`src/rtl/pipelined_add_sub.sv`:
```
// Pipelined adder/subtractor: the WIDTH-bit carry chain is cut into SEG-bit
// segments, one segment resolved per stage, with the carry registered between
// stages. The last stage's registers are the output registers.
//
// Handshake: an operand transfer happens on a rising edge where
// in_valid & in_ready; a result transfer happens where out_valid & out_ready.
// in_ready = advance = !out_valid | out_ready. When advance is 0 every
// register in the pipe (outputs included) holds its value.
module pipelined_add_sub #(
   parameter int WIDTH = 16,
   parameter int SEG   = 4
) (
   input  logic             clk,
   input  logic             reset,
   input  logic             in_valid,
   output logic             in_ready,
   input  logic [WIDTH-1:0] a,
   input  logic [WIDTH-1:0] b,
   input  logic             cin,
   input  logic             sub,
   output logic             out_valid,
   input  logic             out_ready,
   output logic [WIDTH-1:0] sum,
   output logic             cout,
   output logic             ovf,
   output logic             zero
);

   localparam int SEG_SAFE = (SEG > 0) ? SEG : 1;
   localparam int STAGES   = (WIDTH / SEG_SAFE > 0) ? (WIDTH / SEG_SAFE) : 1;

   // Refuse to build with a segment size that does not tile the operand.
   generate
      if ((SEG < 1) || (WIDTH < 1) || ((WIDTH % SEG_SAFE) != 0)) begin : g_bad_params
         $error("pipelined_add_sub: WIDTH must be a positive multiple of SEG (SEG >= 1)");
      end
   endgenerate

   // Per-stage registers: valid, operand A, B' (B or ~B), partial sum, carry.
   logic             vld_q [STAGES];
   logic             vld_d [STAGES];
   logic [WIDTH-1:0] a_q   [STAGES];
   logic [WIDTH-1:0] a_d   [STAGES];
   logic [WIDTH-1:0] bp_q  [STAGES];
   logic [WIDTH-1:0] bp_d  [STAGES];
   logic [WIDTH-1:0] s_q   [STAGES];
   logic [WIDTH-1:0] s_d   [STAGES];
   logic             c_q   [STAGES];
   logic             c_d   [STAGES];
   logic             ovf_q;
   logic             ovf_d;
   logic             zero_q;
   logic             zero_d;

   // Values presented to each stage (port side for stage 0, previous rank otherwise).
   logic             st_v  [STAGES];
   logic [WIDTH-1:0] st_a  [STAGES];
   logic [WIDTH-1:0] st_b  [STAGES];
   logic [WIDTH-1:0] st_s  [STAGES];
   logic             st_c  [STAGES];

   logic             advance;
   logic [SEG_SAFE:0]   seg_r;
   logic [WIDTH-1:0] s_nx;

   assign advance   = !vld_q[STAGES-1] | out_ready;
   assign in_ready  = advance;
   assign out_valid = vld_q[STAGES-1];
   assign sum       = s_q[STAGES-1];
   assign cout      = c_q[STAGES-1];
   assign ovf       = ovf_q;
   assign zero      = zero_q;

   // Route each stage's inputs: ports into stage 0, rank k-1 into stage k.
   always_comb begin
      st_v[0] = in_valid;
      st_a[0] = a;
      st_b[0] = sub ? ~b : b;
      st_s[0] = '0;
      st_c[0] = sub ? 1'b1 : cin;
      for (int k = 1; k < STAGES; k++) begin
         st_v[k] = vld_q[k-1];
         st_a[k] = a_q[k-1];
         st_b[k] = bp_q[k-1];
         st_s[k] = s_q[k-1];
         st_c[k] = c_q[k-1];
      end
   end

   // Resolve one segment per stage; the whole pipe moves only when advance=1.
   always_comb begin
      ovf_d  = ovf_q;
      zero_d = zero_q;
      seg_r  = '0;
      s_nx   = '0;
      for (int k = 0; k < STAGES; k++) begin
         vld_d[k] = vld_q[k];
         a_d[k]   = a_q[k];
         bp_d[k]  = bp_q[k];
         s_d[k]   = s_q[k];
         c_d[k]   = c_q[k];
      end
      if (advance) begin
         for (int k = 0; k < STAGES; k++) begin
            seg_r = {1'b0, st_a[k][k*SEG_SAFE +: SEG_SAFE]}
                  + {1'b0, st_b[k][k*SEG_SAFE +: SEG_SAFE]}
                  + {{SEG_SAFE{1'b0}}, st_c[k]};
            s_nx  = st_s[k];
            s_nx[k*SEG_SAFE +: SEG_SAFE] = seg_r[SEG_SAFE-1:0];
            vld_d[k] = st_v[k];
            // The output rank keeps its last result when a bubble arrives.
            if ((k < STAGES-1) || st_v[k]) begin
               a_d[k]  = st_a[k];
               bp_d[k] = st_b[k];
               s_d[k]  = s_nx;
               c_d[k]  = seg_r[SEG_SAFE];
            end
            if ((k == STAGES-1) && st_v[k]) begin
               ovf_d  = (st_a[k][WIDTH-1] == st_b[k][WIDTH-1]) &&
                        (s_nx[WIDTH-1] != st_a[k][WIDTH-1]);
               zero_d = (s_nx == '0);
            end
         end
      end
   end

   // Stage registers with synchronous reset that clears every in-flight op.
   always_ff @(posedge clk) begin
      if (reset) begin
         for (int k = 0; k < STAGES; k++) begin
            vld_q[k] <= 1'b0;
            a_q[k]   <= '0;
            bp_q[k]  <= '0;
            s_q[k]   <= '0;
            c_q[k]   <= 1'b0;
         end
         ovf_q  <= 1'b0;
         zero_q <= 1'b0;
      end else begin
         for (int k = 0; k < STAGES; k++) begin
            vld_q[k] <= vld_d[k];
            a_q[k]   <= a_d[k];
            bp_q[k]  <= bp_d[k];
            s_q[k]   <= s_d[k];
            c_q[k]   <= c_d[k];
         end
         ovf_q  <= ovf_d;
         zero_q <= zero_d;
      end
   end

endmodule
```
`config.mk`:
```
export PLATFORM = sky130hd
export DESIGN_NAME = pipelined_add_sub
export DESIGN_NICKNAME = d
export VERILOG_FILES = /design/src/rtl/pipelined_add_sub.sv
export SDC_FILE = /design/constraint.sdc
export NUM_CORES = 1
export LEC_CHECK = 0
export ABC_AREA = 0
export BUFFER_PORTS_ARGS = -buffer_cell sky130_fd_sc_hd__clkbuf_2
export CAP_MARGIN = 0
export CORE_MARGIN = 3
export CORE_UTILIZATION = 35
export DETAILED_ROUTE_END_ITERATION = 16
export PLACE_DENSITY = 0.52
export SLEW_MARGIN = 20
export SYNTH_ARGS = -nofsm -noshare
export SYNTH_HDL_FRONTEND = slang
export SYNTH_SLANG_ARGS = --single-unit
```
`constraint.sdc`:
```
create_clock -name clk -period 5.9 [get_ports clk]
set_clock_uncertainty 0.1 [all_clocks]
set_input_delay 1.77 -clock clk [delete_from_list [all_inputs] [get_ports clk]]
set_output_delay 1.77 -clock clk [all_outputs]
set_load 0.01 [all_outputs]
```
==> After elaboration in Yosys (flattened, before gate mapping) <==
Memories as Yosys holds them, arrays and structs flattened.
Index checks and enable logic that the tools add are counted.
{ "classes": {"n_addsub": 8, "eq_ne": 4, "muxes": 34, "bitwise": 22, "n_reduce_logical": 5} }
{ "ops": {"columns": ["cell", "n"], "rows": [
  ["$mux W16", 16],
  ["$mux W64", 3],
  ["$or A1 B1 Y1", 21],
  ["$add A4 B4 Y5", 4],
  ["$add A5 B1 Y5", 4],
  ["$logic_not A16 Y1", 1],
  ["$not A16 Y16", 1],
  ["$mux W1", 13],
  ["$mux W4", 2],
  ["$reduce_and A3 Y1", 1],
  ["$ne A2 B2 Y1 const B", 1],
  ["$reduce_and A2 Y1", 1],
  ["$eq A1 B1 Y1", 1],
  ["$logic_and A1 B1 Y1", 1],
  ["$logic_not A1 Y1", 1],
  ["$ne A1 B1 Y1", 1],
  ["$ne A1 B1 Y1 const B", 1]
]} }
{ "totals": {"ff_bits": 2, "ramBits": 200, "n_memories": 5} }
{ "memory_table": {"columns": ["memory", "depth", "width", "rd", "rd_ports_with_merged_regs", "write_ports", "line_no", "text"], "rows": [
  ["a_q", 4, 16, 3, 0, 4, "42", "logic [WIDTH-1:0] a_q [STAGES];"],
  ["bp_q", 4, 16, 3, 0, 4, "44", "logic [WIDTH-1:0] bp_q [STAGES];"],
  ["s_q", 4, 16, 4, 0, 4, "46", "logic [WIDTH-1:0] s_q [STAGES];"],
  ["c_q", 4, 1, 4, 0, 4, "48", "logic c_q [STAGES];"],
  ["vld_q", 4, 1, 4, 0, 4, "40", "logic vld_q [STAGES];"]
]} }

==> Logic depth before layout (Yosys ltp) <==
Gate-level depths: netlist of run 1.
{ "depth": {"word_depth": 6, "ltp_mapped": 8} }

==> Least setup slack after synthesis of run 1 <==
OpenSTA, ideal clock, no wires.
{ "synth_timing": {"path_type": "input to output", "from": "input out_ready", "to": "output in_ready", "arrival_time_ns": 2.437, "required_ns": 4.030, "setup_slack_ns": 1.593, "stages": 5, "cell_sequence": "nor2b_1 > buf_4 > inv_2 > buf_2 > buf_2"} }
{ "synth_between": {"elab_chain_len": 1} }
{ "synth_rtl": {"columns": ["item", "line_no", "text"], "rows": [
  ["from (decl)", "22", "input logic out_ready,"],
  ["$or A1 B1 Y1", "66", "assign advance = !vld_q[STAGES-1] | out_ready;"],
  ["to (decl)", "16", "output logic in_ready,"]
]} }
No other way between the ends.

==> Worst setup path after layout of run 1 <==
Ends and elaborated chain as after synthesis.

==> out/metrics.cfg, run 1 <==
[global_route]
overflow = 0
grt_use_total_pct = 13.0
grt_pass1_vias = 2935
grt_pass1_wl_um = 13800
antenna_found_initial = 0
grt_start_max_net_pins = 73

[yosys]
synth.cell_area_um2 = 4100
synth-edff-count = 0
ys_types = 36
ys.flop_type = dfxtp_1
post_synth.cell_area_avg_um2 = 8.40
yosysSeqAreaShare_pct = 47.9
syn_nets = 546
ys_ff_latch = 98
yosys_warnings = 0
synthCells = 488
synthArstFlopShare_pct = 0

[floorplanning]
fp.dieH_um = 114
start_util_pct = 36.8
dieWidth_um = 114
dieArea_um2 = 13000
core_area_um2 = 11100
io_pins = 59
rows = 38

[worst_hold_path]
holdPathStages = 2
worstHoldStart = a_q[0][14]
hold_path_class = reg2reg
hold_path_end = a_q[0][14]

[power]
p_sw_share_pct = 22.7
power.total_mw = 1.50
power_frac_clock_pct = 42.9
leakagePower_nw = 1.95
vdd_drop_max_mv = 0.116
seq_power_share_pct = 48.2
p_sw_mw = 0.340
powerDensity_nw_per_um2 = 315
intPower_mw = 1.16
combPwrFrac_pct = 8.8

[sta]
setup_tns_ps = 0
period_share_pct = 71.8
holdWs_ps = 350
fin_crit_ps = 4240
tightest_slew_ps = 709
drv_slew = 0
finalSetupViolCount = 0
max_slew_margin_pct = 52.8
finalHoldViolations = 0
rsz0062_at_grt = false
max_clock_freq_mhz = 236

[run]
cap_violations = 0

[cells_and_area]
stdcell_count = 670
nNetsFinal = 583
seq_area_um2 = 1960
syn_to_final_growth_pct = 16.2
multiInputGateArea_um2 = 1930
fillCellCount = 1158
post-route-util_pct = 42.8
drive_above_1_share_pct = 15.8
diodes = 0

[route]
dr_total_vias = 3153
wl_per_cell_um = 12.1
wirelength_um = 8070
drtAntennaViolNets = 0
drc = 0
drt-vias-per-instance = 4.71
dr.pass1.iters = 4
initialDrtViolationCount = 126

[placed_design]
gp_congestion = 0.718
place_inst = 654
portBuffers = 58
dp_hpwl_um = 5400

[status]
status = complete, no violations

[worst_setup_path]
rr_endpoint = zero
required_ps = 4030
arrival_ps = 2370
reg2reg_from = c_q[2]
crit_path_start_kind = input port
cp_max_fo = 20
endpoint_kind = output port
r2r_cells = 5
r2r_slack_ps = 3810
crit_type = in2out

[clocking]
cts_tree = built
cts_root_buf = clkbuf_16
postCtsSetupRepairBufs = 0
ctsResizeCount = 0
clk_pin_slew_ps = 60
cts_sinks = 98
clockBufferDepth = 2
htreeDepth = 3
cts_hold_buf = 0
clock_latency_ps = 340
cts_buffers = 9

[layout by cell type, fill, tap and decap left out, types with 5 or more instances in the layout]
cell type / instances
clkbuf_2: 57
a21oi_1: 74
clkbuf_16: 9
nand3_1: 5
o21ai_0: 7
inv_1: 12
xnor2_1: 15
nand2_1: 140
dfxtp_1: 98
a211oi_1: 19
fa_1: 8
nor2_1: 24
ha_1: 12
xor2_1: 6
[kinds of logic after synthesis]
family | Yosys count | share of synthesized area (%)
flip-flops | 98 | 47.9
AND/OR/NAND/NOR | 190 | 19.1
XOR/XNOR | 21 | 4.49
buffers and inverters | 48 | 5.25
adder cells (fa/ha/maj) | 20 | 7.57
AO/OA/AOI/OAI | 111 | 15.7
[power groups by stage]
stage | combinational [mW] | clock (mW) | sequential, mW
after floorplan | 0.0990 | 0 | 0.733
after global placement | 0.132 | 0 | 0.738
after detailed placement | 0.135 | 0 | 0.738
after CTS | 0.136 | 0.667 | 0.723
after global routing | 0.153 | 0.694 | 0.728
final | 0.133 | 0.644 | 0.723
[metal layers]
metal	track usage (%)	up-vias	part of all wire (%)
met5	0	-	0
met4	5.46	0	1.9
met2	18.3	52	40
met1	18.6	1401	53
met3	3.49	10	4.4
li1	-	1690	-
[worst max-delay path by stage]
stage / start / to / depth (start not counted)
2_1_floorplan: out_ready / in_ready / 5
6_report: out_ready / in_ready / 4
3_3_place_gp: out_ready / in_ready / 4
3_5_place_dp: out_ready / in_ready / 4
5_1_grt: out_ready / in_ready / 4
4_1_cts: out_ready / in_ready / 4
[cells in the mapped netlist, drive strengths merged, types with 2 or more instances]
library cell,number,area (µm²)
nor4,4,31.3
nor2,24,90.1
ha,12,150
xnor2,15,131
xor2,6,52.6
nand2,140,526
buf,15,91.3
a21oi,74,370
a211oi,19,143
clkbuf,20,75.1
fa,8,160
inv,13,48.8
nor2b,5,31.3
dfxtp,98,1960
o21ai,7,35.0
nand3,5,25.0
nor3,4,20.0
a21o,4,30.0
or4,3,26.3
o21a,2,15.0
[metrics by stage]
stage | setup slack, ps | cell area, µm²
CTS | 1650 | 4760
floorplan | 1590 | 4100
detailed placement | 1650 | 4430
global route | 1610 | 4760
finish | 1660 | 4760
global placement | 1660 | 4430
[cell type report]
cell class	count	area share [%]
sequential	98	41.2
timing repair buffer	61	6.57
multi-input combinational	342	40.5
clock buffer	11	5.31
tap	140	3.68
clock inverter	5	1.73
inverter	13	1.02
[worst max-delay path, stage by stage]
cell and delay, ps:
clkbuf_2 100, nor2b_4 40, inv_2 250, clkbuf_2 210
[registers in the layout (all words and copies together) (netlist names)]
| register | flops |
|---|---|
| s_q | 40 |
| a_q | 24 |
| bp_q | 24 |
| c_q | 4 |
| vld_q | 4 |
| ovf | 1 |
| zero | 1 |
Power figures use the tool's default switching activity.
==> inputs of run 2 (changes only) <==
--- a/config.mk
+++ b/config.mk
@@ -5,7 +5,7 @@
 export SDC_FILE = /design/constraint.sdc
 export NUM_CORES = 1
 export LEC_CHECK = 0
-export ABC_AREA = 0
+export ABC_AREA = 1
 export BUFFER_PORTS_ARGS = -buffer_cell sky130_fd_sc_hd__clkbuf_2
 export CAP_MARGIN = 0
 export CORE_MARGIN = 3
==> constraint.sdc (replaced) <==
create_clock -name clk -period 4 [get_ports clk]
set_clock_uncertainty 0.1 [all_clocks]
set_input_delay 1.2 -clock clk [delete_from_list [all_inputs] [get_ports clk]]
set_output_delay 1.2 -clock clk [all_outputs]
set_load 0.01 [all_outputs]
==> run 2 against run 1 <==
Effect of this change: flip-flop and latch count unchanged; critical path type unchanged; wire length up 1.1%; sequential power up 51%; via count up 3.3%; critical endpoint unchanged; synthesized cell count up 3.5%.
==> out/metrics.cfg, run 2 <==
[yosys]
yosysSeqAreaShare_pct = 48.1  ; +0.19 points
ys_ff_latch = 98  ; unchanged
syn_nets = 563  ; +3.1%
synth_compound_area_share_pct = 17.8  ; +2.1 points
synth_adder_area_share_pct = 7.60  ; +0.030 points
yosys_warnings = 0  ; unchanged
synth.cell_area_um2 = 4080  ; -0.40%
synth_most_common_cell = nor2_1
synth-xor-area-share_pct = 4.29  ; -0.20 points
synth-edff-count = 0  ; unchanged
synth-simple-area-share_pct = 15.9  ; -3.2 points
synthCells = 505  ; +3.5%
ys.flop_type = dfxtp_1
synth.mux.area_fraction_pct = 0  ; unchanged
synthArstFlopShare_pct = 0  ; unchanged
synth_top_area_cell = dfxtp_1
ys_types = 25  ; -31%
synth_top_area_share_pct = 48.1  ; +0.19 points
post_synth.cell_area_avg_um2 = 8.08  ; -3.7%
synthTopCellsByArea = dfxtp_1 48%, nor2_1 12%, o21ai_0 8.7%, a21oi_1 6.0%, fa_1 3.9%
netlist_top_cells_count = 127 x nor2_1, 98 x dfxtp_1, 71 x o21ai_0
synth_top_family_by_area = compound AO/OA/AOI/OAI gates

[floorplanning]
dieWidth_um = 114  ; -0.19%
dieArea_um2 = 13000  ; -0.38%
core_area_um2 = 11100  ; unchanged
rows = 38  ; unchanged
io_pins = 59  ; unchanged
fp.dieH_um = 114  ; -0.19%
start_util_pct = 36.7  ; -0.15 points

[cells_and_area]
diodes = 0  ; unchanged
nNetsFinal = 605  ; +3.8%
reg_top3 = s_q: 40 flops, a_q: 24 flops, bp_q: 24 flops
final_common_cell = nor2_1
final_cell_mix = 127 x nor2_1, 98 x dfxtp_1, 71 x o21ai_0
syn_to_final_growth_pct = 16.1
regMostFlops = s_q
stdcell_count = 691  ; +3.1%
largest_reg_flops = 40  ; unchanged
post-route-util_pct = 42.6  ; -0.22 points
drive_above_1_share_pct = 15.1  ; -0.79 points

[power]
powerDensity_nw_per_um2 = 464  ; +47%
vdd_drop_max_mv = 0.304  ; +160%
leakagePower_nw = 2.20  ; +12%

[route]
dr.pass1.iters = 4  ; unchanged
drt-vias-per-instance = 4.71  ; +0.16%
initialDrtViolationCount = 198  ; +57%
drtAntennaViolNets = 0  ; unchanged
dr_total_vias = 3257  ; +3.3%
wirelength_um = 8170  ; +1.1%
drc = 0  ; unchanged
wl_per_cell_um = 11.8  ; -1.9%

[sta]
tightest_slew_ps = 898  ; +189 ps
fin_crit_ps = 3010
worst_slack_ps = 989  ; -674 ps
finalHoldViolations = 0  ; unchanged
period_share_pct = 75.3
max_clock_freq_mhz = 332
setup_tns_ps = 0  ; unchanged
max_slew_margin_pct = 40.1  ; -13 points
rsz0062_at_grt = false
finalSetupViolCount = 0  ; unchanged
drv_slew = 0  ; unchanged

[worst_setup_path]
arrival_ps = 1710  ; -660 ps
required_ps = 2700  ; -1330 ps
cp_max_fo = 7  ; -65%
crit_type = in2out
r2r_slack_ps = 1950  ; -1860 ps
endpoint_kind = output port
endpoint = in_ready
rr_endpoint = zero
crit_path_start_kind = input port
reg2reg_from = c_q[2]
startpoint = out_ready
r2r_cells = 7  ; +2

[clocking]
cts_sinks = 98  ; unchanged
cts_buffers = 9  ; unchanged
cts_tree = built
clockBufferDepth = 2  ; unchanged
cts_hold_buf = 0  ; unchanged
ctsResizeCount = 0  ; unchanged
cts_root_buf = clkbuf_16
clock_latency_ps = 340  ; about the same
htreeDepth = 3  ; unchanged
clk_pin_slew_ps = 60  ; about the same
postCtsSetupRepairBufs = 0  ; unchanged

[run]
cap_violations = 0  ; unchanged

[placed_design]
place_inst = 676  ; +3.4%
portBuffers = 58  ; unchanged
dp_hpwl_um = 5460  ; +0.96%
preCtsSetupSlack_ps = 954  ; -698 ps
gp_congestion = 0.789  ; +9.9%

[status]
status = complete, no violations

[worst_hold_path]
worstHoldStart = bp_q[0][12]
hold_path_class = reg2reg

[global_route]
overflow = 0  ; unchanged
grt_use_total_pct = 13.3  ; +0.32 points
grt_pass1_wl_um = 14200  ; +3.2%
grt_pass1_vias = 3006  ; +2.4%
antenna_found_initial = 0  ; unchanged
grt_start_max_net_pins = 89  ; +22%

-- run 2: where the power goes --
group / switching, mW / internal [mW]
Combinational: 0.137 / 0.105
Clock: 0.362 / 0.502
Sequential: 0.0394 / 1.05
-- run 2: worst max-delay path: stages --
cell and delay, ps:
clkbuf_2 100, nor2_4 220, inv_2 70, clkbuf_2 130
-- run 2: area by class of cell --
cell class              count  area, µm²
flip-flops and latches     98       1960
inverters                  28        105
repair buffers             62        333
multi-input cells         348       1860
well taps                 140        175
fillers                  1201       6390
clock inverters             5       63.8
clock buffers              10        239
-- run 2: how the worst min path moves through the flow --
stage | slack (ps) | to | cells past startpoint
2_1_floorplan | 320 | bp_q[0][28] | 2
3_3_place_gp | 340 | bp_q[0][28] | 2
3_5_place_dp | 340 | bp_q[0][28] | 2
4_1_cts | 360 | bp_q[0][28] | 2
5_1_grt | 380 | bp_q[0][28] | 2
6_report | 360 | bp_q[0][28] | 2
-- run 2: cells by family after synthesis --
| logic type | Yosys count |
|---|---|
| simple gates | 163 |
| compound gates | 145 |
| flops | 98 |
| buf+inv | 59 |
| xor+xnor | 20 |
| fa+ha+maj | 20 |
-- run 2: per-layer routing --
metal	track usage, %	vias up	part of all wire [%]
met5	0	-	0
met4	3.80	0	1.2
met3	3.98	10	5.0
met2	19.5	55	41
met1	19.0	1464	53
li1	-	1728	-
-- run 2: through the flow --
stage               hold WS [ps]  power, mW  cell area [µm²]
global route                 379       2.32             4740
global placement             336       1.35             4430
finish                       358       2.20             4740
floorplan                    321       1.28             4080
detailed placement           341       1.36             4430
CTS                          360       2.24             4740
==> inputs of run 3 (changes only) <==
==> constraint.sdc (replaced) <==
create_clock -name clk -period 3 [get_ports clk]
set_clock_uncertainty 0.1 [all_clocks]
set_input_delay 0.9 -clock clk [delete_from_list [all_inputs] [get_ports clk]]
set_output_delay 0.9 -clock clk [all_outputs]
set_load 0.01 [all_outputs]
==> run 3 against run 2 <==
Effect of this change: worst hold slack got worse by 7.0 ps; first-iteration DRC count increased by 17%; sequential power increased by 33%; setup slack got worse by 370 ps; die area unchanged; combinational power increased by 34%; count of clock-buffer cells in the layout increased by 3; critical path depth increased by 4; via count decreased by 0.86%; non-clock buffer count increased by 2; total power increased by 31%; critical path type is now in2reg; wire length increased by 1.1%.
==> out/metrics.cfg, run 3 (synthesis gave the netlist of run 2 again) <==
[power]
power_frac_clock_pct = 38.3  ; -1.0 points
combPwrFrac_pct = 11.3  ; +0.3 points
p_sw_share_pct = 24.6  ; +0.12 points
vdd_drop_max_mv = 0.348  ; +14%
seq_power_share_pct = 50.4  ; +0.7 points
intPower_mw = 2.17  ; +31%
p_sw_mw = 0.710  ; +32%
leakagePower_nw = 2.20  ; about the same
powerDensity_nw_per_um2 = 608  ; +31%

[worst_setup_path]
endpoint_kind = flop
crit_path_start_kind = input port
cp_max_fo = 3  ; -4
arrival_ps = 2510  ; +800 ps
required_ps = 3130  ; +430 ps
crit_type = in2reg

[global_route]
grtUsageMet3_pct = 4.19  ; +0.21 points
grt_use_total_pct = 13.3  ; about the same
grt_use_met2_pct = 19.6  ; +0.16 points
grt_start_max_net_pins = 89  ; unchanged
met1_usage_pct = 18.5  ; -0.45 points
overflow = 0  ; unchanged
grt_pass1_wl_um = 14200  ; -0.15%
grt_pass1_vias = 3006  ; unchanged
busiest_layer = met2
antenna_found_initial = 0  ; unchanged

[status]
status = complete, no violations

[sta]
period_share_pct = 79.3
rsz0062_at_grt = false
drv_slew = 0  ; unchanged
tightest_slew_ps = 821  ; -76.4 ps
max_clock_freq_mhz = 420
finalHoldViolations = 0  ; unchanged
setup_tns_ps = 0  ; unchanged
worst_slack_ps = 620  ; -369 ps
max_slew_margin_pct = 45.2  ; +5.2 points
finalSetupViolCount = 0  ; unchanged
fin_crit_ps = 2380

[floorplanning]
dieWidth_um = 114  ; unchanged
dieArea_um2 = 13000  ; unchanged
io_pins = 59  ; unchanged
rows = 38  ; unchanged
core_area_um2 = 11100  ; unchanged
fp.dieH_um = 114  ; unchanged
start_util_pct = 36.7  ; unchanged

[worst_hold_path]
hold_path_class = reg2reg

[cells_and_area]
fin_area_um2 = 4740  ; +0.11%
largest_reg_flops = 40  ; unchanged
syn_to_final_growth_pct = 16.2
post-route-util_pct = 42.6  ; +0.045 points
regMostFlops = s_q
final_common_cell = nor2_1
reg_top3 = s_q: 40 flops, a_q: 24 flops, bp_q: 24 flops
nNetsFinal = 607  ; +0.33%
final_cell_mix = 127 x nor2_1, 98 x dfxtp_1, 71 x o21ai_0
diodes = 0  ; unchanged
fillCellCount = 1198  ; -0.25%
drive_above_1_share_pct = 15.3  ; +0.28 points

[route]
drtAntennaViolNets = 0  ; unchanged
initialDrtViolationCount = 231  ; +17%
drc = 0  ; unchanged
wirelength_um = 8260  ; +1.1%
dr.pass1.iters = 5  ; +1
wl_per_cell_um = 11.9  ; +0.65%
dr_total_vias = 3229  ; -0.86%
drt-vias-per-instance = 4.65  ; -1.3%

[placed_design]
place_area_um2 = 4450  ; +0.34%
portBuffers = 58  ; unchanged
preCtsSetupSlack_ps = 264  ; -690 ps
gp_congestion = 0.758  ; -4.0%
dp_hpwl_um = 5500  ; +0.72%

[clocking]
htreeDepth = 3  ; unchanged
clk_pin_slew_ps = 60  ; about the same
ctsResizeCount = 0  ; unchanged
cts_root_buf = clkbuf_16
cts_hold_buf = 0  ; unchanged
cts_buffers = 9  ; unchanged
postCtsSetupRepairBufs = 0  ; unchanged
cts_tree = built
clock_latency_ps = 340  ; about the same
clockBufferDepth = 2  ; unchanged
cts_sinks = 98  ; unchanged

[run]
cap_violations = 0  ; unchanged

## run 3: layer usage
metal  wire (µm)  vias to the layer above
met5           0                        -
met3         431                        8
met1        4380                     1431
met4         112                        0
li1            -                     1734
met2        3330                       56
## run 3: path summary, 6_finish.rpt
kind | cells after the start | slack, ps | startpoint | end
max | 8 | 620 | sub | c_q[0]
min | 2 | 350 | bp_q[0][12] | bp_q[0][28]
max reg2reg | 7 | 970 | c_q[2] | zero
min reg2reg | 2 | 350 | bp_q[0][12] | bp_q[0][28]
## run 3: per-stage QoR
stage	power, mW	hold slack [ps]	cells
after floorplan	1.71	321	505
after global routing	3.04	387	694
after CTS	2.93	351	694
after global placement	1.80	334	678
after detailed placement	1.81	335	678
final	2.88	351	694
## run 3: area by class of cell
| class | instances | area, µm² | area share [%] |
|---|---|---|---|
| Tap cell | 140 | 175 | 3.69 |
| Inverter | 28 | 105 | 2.22 |
| Clock inverter | 3 | 22.5 | 0.475 |
| Timing Repair Buffer | 64 | 348 | 7.34 |
| Sequential cell | 98 | 1960 | 41.4 |
| Clock buffer | 13 | 270 | 5.70 |
| Multi-Input combinational cell | 348 | 1860 | 39.2 |
## run 3: critical path, cell delays in order
cell	delay [ps]
clkbuf_2	120
or2_2	310
fa_1	410
fa_1	420
nand3_1	100
a21oi_1	60
a21oi_1	130
nor2_1	50
## run 3: power groups by stage
stage               combinational [mW]  sequential (mW)  clock (mW)
detailed placement               0.329             1.48           0
floorplan                        0.231             1.48           0
global route                     0.380             1.47        1.19
global placement                 0.321             1.48           0
finish                           0.324             1.45        1.10
CTS                              0.331             1.45        1.15
